`src/rtl/wb_pkg.sv`:
```
// Shared types and default widths for the register-file writeback arbiter.
package wb_pkg;

  localparam int DEFAULT_DATA_WIDTH     = 64;
  localparam int DEFAULT_REG_ADDR_WIDTH = 5;

  typedef struct packed {
    logic [DEFAULT_REG_ADDR_WIDTH-1:0] rd;
    logic [DEFAULT_DATA_WIDTH-1:0]     data;
  } wb_req_t;

  typedef enum logic [1:0] {
    GNT_NONE,
    GNT_PIPE,
    GNT_SIDE
  } grant_t;

endpackage

```
`src/rtl/wb_starve_ctr.sv`:
```
// Saturating count of consecutive arbitrations lost by the side requester.
module wb_starve_ctr #(
  parameter int LIMIT = 4
) (
  input  logic clk,
  input  logic reset,
  input  logic inc,
  input  logic clr,
  output logic at_limit
);

  localparam int CW = $clog2(LIMIT + 1);

  logic [CW-1:0] cnt;

  always_ff @(posedge clk) begin
    if (reset || clr) begin
      cnt <= '0;
    end else if (inc && cnt != CW'(LIMIT)) begin
      cnt <= cnt + CW'(1);
    end
  end

  assign at_limit = (cnt == CW'(LIMIT));

endmodule

```
`src/rtl/wb_arbiter.sv`:
```
// Shares the single register-file write port between MEM/WB writeback and one
// long-latency side requester, with same-rd ordering and bounded starvation.
module wb_arbiter
  import wb_pkg::*;
#(
  parameter int DATA_WIDTH     = DEFAULT_DATA_WIDTH,
  parameter int REG_ADDR_WIDTH = DEFAULT_REG_ADDR_WIDTH,
  parameter int STARVE_LIMIT   = 4
) (
  input  logic                      clk,
  input  logic                      reset,
  input  logic                      pipe_valid,
  input  logic [REG_ADDR_WIDTH-1:0] pipe_rd,
  input  logic [DATA_WIDTH-1:0]     pipe_data,
  output logic                      pipe_stall,
  input  logic                      side_valid,
  input  logic [REG_ADDR_WIDTH-1:0] side_rd,
  input  logic [DATA_WIDTH-1:0]     side_data,
  output logic                      side_ready,
  output logic                      rf_wen,
  output logic [REG_ADDR_WIDTH-1:0] rf_waddr,
  output logic [DATA_WIDTH-1:0]     rf_wdata
);

  // Same layout as wb_req_t, sized to this instance's parameters.
  typedef struct packed {
    logic [REG_ADDR_WIDTH-1:0] rd;
    logic [DATA_WIDTH-1:0]     data;
  } req_t;

  grant_t grant;
  req_t   win;
  logic   conflict;
  logic   at_limit;
  logic   starve_inc;

  // rd==0 on the side never counts as a conflict, so x0 writes follow normal priority.
  assign conflict = (pipe_rd == side_rd) && (side_rd != '0);

  always_comb begin
    grant = GNT_NONE;
    if (!reset) begin
      if (side_valid && (!pipe_valid || conflict || at_limit)) begin
        grant = GNT_SIDE;
      end else if (pipe_valid) begin
        grant = GNT_PIPE;
      end
    end
  end

  always_comb begin
    win = '{rd: pipe_rd, data: pipe_data};
    if (grant == GNT_SIDE) begin
      win = '{rd: side_rd, data: side_data};
    end
  end

  assign side_ready = (grant == GNT_SIDE);
  assign pipe_stall = side_ready && pipe_valid;
  assign starve_inc = side_valid && !side_ready;

  wb_starve_ctr #(
    .LIMIT (STARVE_LIMIT)
  ) u_starve_ctr (
    .clk      (clk),
    .reset    (reset),
    .inc      (starve_inc),
    .clr      (!starve_inc),
    .at_limit (at_limit)
  );

  always_ff @(posedge clk) begin
    if (reset) begin
      rf_wen   <= 1'b0;
      rf_waddr <= '0;
      rf_wdata <= '0;
    end else begin
      rf_wen <= (grant != GNT_NONE) && (win.rd != '0);
      if (grant != GNT_NONE) begin
        rf_waddr <= win.rd;
        rf_wdata <= win.data;
      end
    end
  end

endmodule

```
`config.mk`:
```
export PLATFORM = sky130hd
export DESIGN_NAME = wb_arbiter
export DESIGN_NICKNAME = d
export VERILOG_FILES = /design/src/rtl/wb_pkg.sv /design/src/rtl/wb_starve_ctr.sv /design/src/rtl/wb_arbiter.sv
export SDC_FILE = /design/constraint.sdc
export NUM_CORES = 1
export LEC_CHECK = 0
export ABC_AREA = 1
export CELL_PAD_IN_SITES_DETAIL_PLACEMENT = 0
export CELL_PAD_IN_SITES_GLOBAL_PLACEMENT = 1
export CORE_ASPECT_RATIO = 1.75
export CORE_UTILIZATION = 26
export DETAILED_ROUTE_END_ITERATION = 10
export PLACE_DENSITY = 0.86
export SYNTH_ARGS = -nofsm -noshare
export SYNTH_HDL_FRONTEND = slang
export SYNTH_SLANG_ARGS = --single-unit
export TNS_END_PERCENT = 100
```
`constraint.sdc`:
```
create_clock -name clk -period 3.2 [get_ports clk]
set_input_delay 0.64 -clock clk [delete_from_list [all_inputs] [get_ports clk]]
set_output_delay 0.64 -clock clk [all_outputs]
set_load 0.02 [all_outputs]
```
# Word-level counts from Yosys, hierarchy flattened
# Index checks and enable logic that the tools add are counted.
# totals
reg_bits	73
latchBits	0
mem_bits_rw	0
rom_bits	0
inputBits	142
out_inout_bits	72
elab_cells	28
mem_count	0
# classes
addsub	1
multipliers	0
div	0
n_lt_le_gt_ge	0
n_eq_ne	4
shifts	0
mux	4
n_bitwise	0
reduce_logical	15
# ops
operator	n
69-bit two-way mux	1
5-bit nonzero test	2
1-bit logical AND	6
5-bit equality test	1
2-bit two-way mux	2
3-bit by 1-bit adder with 3-bit output (second input constant)	1
3-bit equality test (second input constant)	1
1-bit zero test	3
1-bit logical OR	3
3-bit inequality test (second input constant)	1
2-bit equality test (second input constant)	1
2-bit nonzero test	1
1-bit two-way mux	1

# Depth between registers and ports, before layout
# depth
word_depth	12
ltp_mapped	14
ltp_nobuf	13

# Cells and area by module
# From an unflattened synthesis, not the netlist that was laid out.
# unflattened
cells_unflattened	461
hier_area_um2	3271.9
# modules_own_cells
mod	instances	cells_each	area_each_um2	seq_area_each_um2
wb_arbiter	1	434	3096.7	1401.3
wb_starve_ctr	1	27	175.2	60.1

# Worst setup path before layout
# Ideal clock, no wire load.
# synth_timing
path_kind	input -> output
startpoint	input port side_rd[1]
endpoint	output port pipe_stall
arrival_time_ns	1.683
t_required_ns	2.560
slack_ns	0.877
stages	10
path_buffers	2
path_cell_list	inv_1 > nand2_1 > nand2_1 > nor2_1 > nand3_1 > nand2_2 > nand2_2 > buf_6 > buf_2 > nor2_1
# synth_between
elab_chain_len	9
elab_cells_between_ends	10
classes_between	eq/ne (2); mux (2); reduce/logical (6)
# synth_lines
item	line	source
from (decl)	wb_arbiter.sv:17	input logic [REG_ADDR_WIDTH-1:0] side_rd,
5-bit equality test or 5-bit nonzero test (tied branches)	wb_arbiter.sv:38	assign conflict = (pipe_rd == side_rd) && (side_rd != '0);
1-bit logical AND (*)	wb_arbiter.sv:38	
1-bit logical OR (*) (2 in series)	wb_arbiter.sv:43	if (side_valid && (!pipe_valid || conflict || at_limit)) begin
1-bit logical AND (*)	wb_arbiter.sv:43	
2-bit two-way mux (*)	wb_arbiter.sv:43	
2-bit two-way mux (*)	wb_arbiter.sv:42	if (!reset) begin
2-bit equality test (*)	wb_arbiter.sv:58	assign side_ready = (grant == GNT_SIDE);
1-bit logical AND (*)	wb_arbiter.sv:59	assign pipe_stall = side_ready && pipe_valid;
to (decl)	wb_arbiter.sv:15	output logic pipe_stall,
# Mark *: on every way between the ends. The rest lies on a longest branch, timed or not.

# Worst setup path after layout
# layout_timing
startpoint	input port side_rd[1]
endpoint	output port side_ready
# layout_between
elab_chain_len	8
elab_cells_between_ends	9
classes_between	eq/ne (2); mux (2); reduce/logical (5)
# layout_lines
item	line	source
5-bit equality test or 5-bit nonzero test (tied branches)	wb_arbiter.sv:38	
1-bit logical AND (*)	wb_arbiter.sv:38	
1-bit logical OR (*) (2 in series)	wb_arbiter.sv:43	
1-bit logical AND (*)	wb_arbiter.sv:43	
2-bit two-way mux (*)	wb_arbiter.sv:43	
2-bit two-way mux (*)	wb_arbiter.sv:42	
2-bit equality test (*)	wb_arbiter.sv:58	
to (decl)	wb_arbiter.sv:19	output logic side_ready,
# Marked as above.

==> flow_summary.toml <==
[setup_path]
start_kind = "input port"
path_max_fanout = 4
cp_num_buf_inv = 4
cp_slowest_cell = "clkdlybuf4s50_1"
cp-end-kind = "output pin"
criticalPathCategory = "in -> out"
cp_slowest_stage_delay_ps = 600
crit_chain = "clkdlybuf4s50_1 -> inv_1 -> nand2_1 -> nand2_1 -> nor2_1 -> nand3_1 -> nand2_2 -> nand2_2 -> clkinv_2 -> clkdlybuf4s50_1"
worst-path-stages = 10
startpoint = "side_rd[1]"
path_delay_family = "buffers and inverters"
required_ps = 2560
r2r_cells = 14
worst_r2r_startpoint = "u_starve_ctr.cnt[0]"
cp.arrival_ps = 2430

[timing]
tightest_slew_ps = 781
fin_tns_setup_ps = 0
slew_headroom = 0.479
finalCriticalPeriod_ps = 3070
setup_viol_count_final = 0
fmax_mhz = 326
finalHoldViolCount = 0
final_max_slew_viol_count = 0
finalClockSkew_ps = 5.11
setup_ws_ps = 129
timing.final.crit_share = 0.960
grt_setup_unrepaired = "false"

[power_and_ir_drop]
ir_drop_mv = 0.271
p_per_area_mw_per_mm2 = 472
p_leak_nw = 2.25

[drt]
wire_per_inst_um = 14.5
vias = 3918
drt_first_pass_iters = 4
drt-total-wl_um = 11900
drc = 0
drt_iter0_drc = 131
ant_nets = 0
viasPerCell = 4.75

[clock_network]
cts_sinks = 73
clock-root-buffer = "clkbuf_16"
cts_tree = "built"
htree_levels = 3
post_cts_resized = 0
clock_path_buffers = 2
clkTransAtPathRegs_ps = 50
cts_hold_buf = 0
cts_buffers = 9
cts_setup_buffers = 0
clock_latency_ps = 330

[synth]
synth_top_family_by_area = "simple AND/OR/NAND/NOR gates"
synth_commonest_cells = "o21ai_0, dfxtp_1, nand3_1, nor2_1, o21ai_1"
yosys.cell_count.top_type = "o21ai_0"
synth_mux_area_frac = 0
synth_edf_count = 0
yosys_warnings = 0
syn_inst = 453
synth_nets = 597
synth.area.top_cells = "dfxtp_1, o21ai_0, nand3_1, nor2_1, o21ai_1"
ys_seq_elements = 73
synth_top_area_frac = 0.442
ys_seq_area_frac = 0.442
synth_area_per_cell_sq_um = 7.31
synthAdderAreaFrac = 0.00756
synthFlopType = "dfxtp_1"
yosys.area_share.xor_xnor = 0.00265
synth_top_cell_by_area = "dfxtp_1"
synth.distinct_cells = 24
synthArstFlopShare = 0
yosys.area_share.simple = 0.246
synth_area_sq_mm = 0.00331
synth_compound_area_frac = 0.219

[floorplanning]
fp.dieW_um = 87.3
die_h_um = 151
pin_count = 214
core.rowCount = 54
initial_utilization = 0.266
die-area_sq_mm = 0.0132
core-area_sq_mm = 0.0124

[grt]
use_met2 = 0.325
grt_max_degree = 65
grt_pass1_wl_um = 17700
grt.busiest_layer = "met2"
gr-total-overflow = 0
antenna_found_initial = 0
grt_use_met1 = 0.175
first_global_vias = 3721
track_usage = 0.175
use_met3 = 0.0458

[job]
drv_cap = 0

[layout]
drive_above_1_share = 0.0701
antenna_cells = 0
fin_nets = 795
synthToLayoutAreaGrowth_pct = 78.1

[hold_path]
hold_depth = 2
worstHoldStart = "rf_wdata[4]"
hold_path.class = "reg -> reg"

[run_status]
run_status = "completed"

[placed_design]
dpl_worst_slack_ps = 80.0
hpwl_um = 8730
gp_congestion = 0.785
port_buffers = 213
==> path summary, 6_finish.rpt <==
check	to	slack [ps]
max	side_ready	130
min	rf_wdata[4]	470
max reg2reg	rf_wen	990
min reg2reg	rf_wdata[4]	470
==> per-layer routing <==
metal  part of all wire  vias up
met5                  0        -
met4              0.030        0
met3              0.065       23
met2               0.53      158
met1               0.37     1803
li1                   -     1934
==> worst register-to-register path, delay by kind of cell, from the launching register on <==
family | cells | cell delay, ps
adder cells (fa/ha/maj) | 1 | 190
buffers and inverters | 3 | 620
flip-flops | 1 | 360
AND/OR/NAND/NOR | 10 | 1000
==> cell type report <==
| type | instances | area (sq um) |
|---|---|---|
| sequential | 73 | 1460 |
| clock buffer | 11 | 243 |
| clock inverter | 5 | 103 |
| multi-input combinational | 327 | 1590 |
| inverter | 16 | 61.3 |
| timing repair buffer | 224 | 2230 |
| fill | 1274 | 6540 |
| tap | 168 | 210 |
==> flip-flops by register name, indices dropped and copies added, names as in the netlist <==
register,flops
rf_wen,1
u_starve_ctr.cnt,3
rf_wdata,64
rf_waddr,5
==> placed cells by master (no fill, tap or decap), types with 9 or more instances in the layout <==
cell and n:
buf_4 10, clkbuf_16 9, clkdlybuf4s50_1 212, dfxtp_1 73
inv_1 14, nand2_1 33, nand3_1 72, nor2_1 64
nor2_2 10, o21ai_0 82, o21ai_1 46
==> logic make-up (layout without fill, tap and decap cells) <==
group	Yosys count	count (layout)
adders and majority gates	2	2
DFF	73	73
and+or+nand+nor	184	184
buffers and inverters	53	256
AOI/OAI and AO/OA	140	140
xor gates and xnor gates	1	1
==> metrics by stage <==
step	util	hold WS, ps	cell area, sq um	std cells	power [W]
global placement	0.446	462	5550	808	0.00165
detailed placement	0.446	468	5550	808	0.00166
floorplan	-	456	3310	453	0.00129
CTS	0.474	476	5890	824	0.00282
finish	0.474	471	5900	824	0.00279
global route	0.474	495	5900	824	0.00291
==> power by group <==
group          total (W)  internal (W)  switching (W)  leakage [nW]
sequential       0.00102      0.000981      0.0000362         0.606
clock            0.00115      0.000781       0.000370         0.166
combinational   0.000616      0.000332       0.000285          1.48
Note: power is estimated with default switching activity, not from simulation.
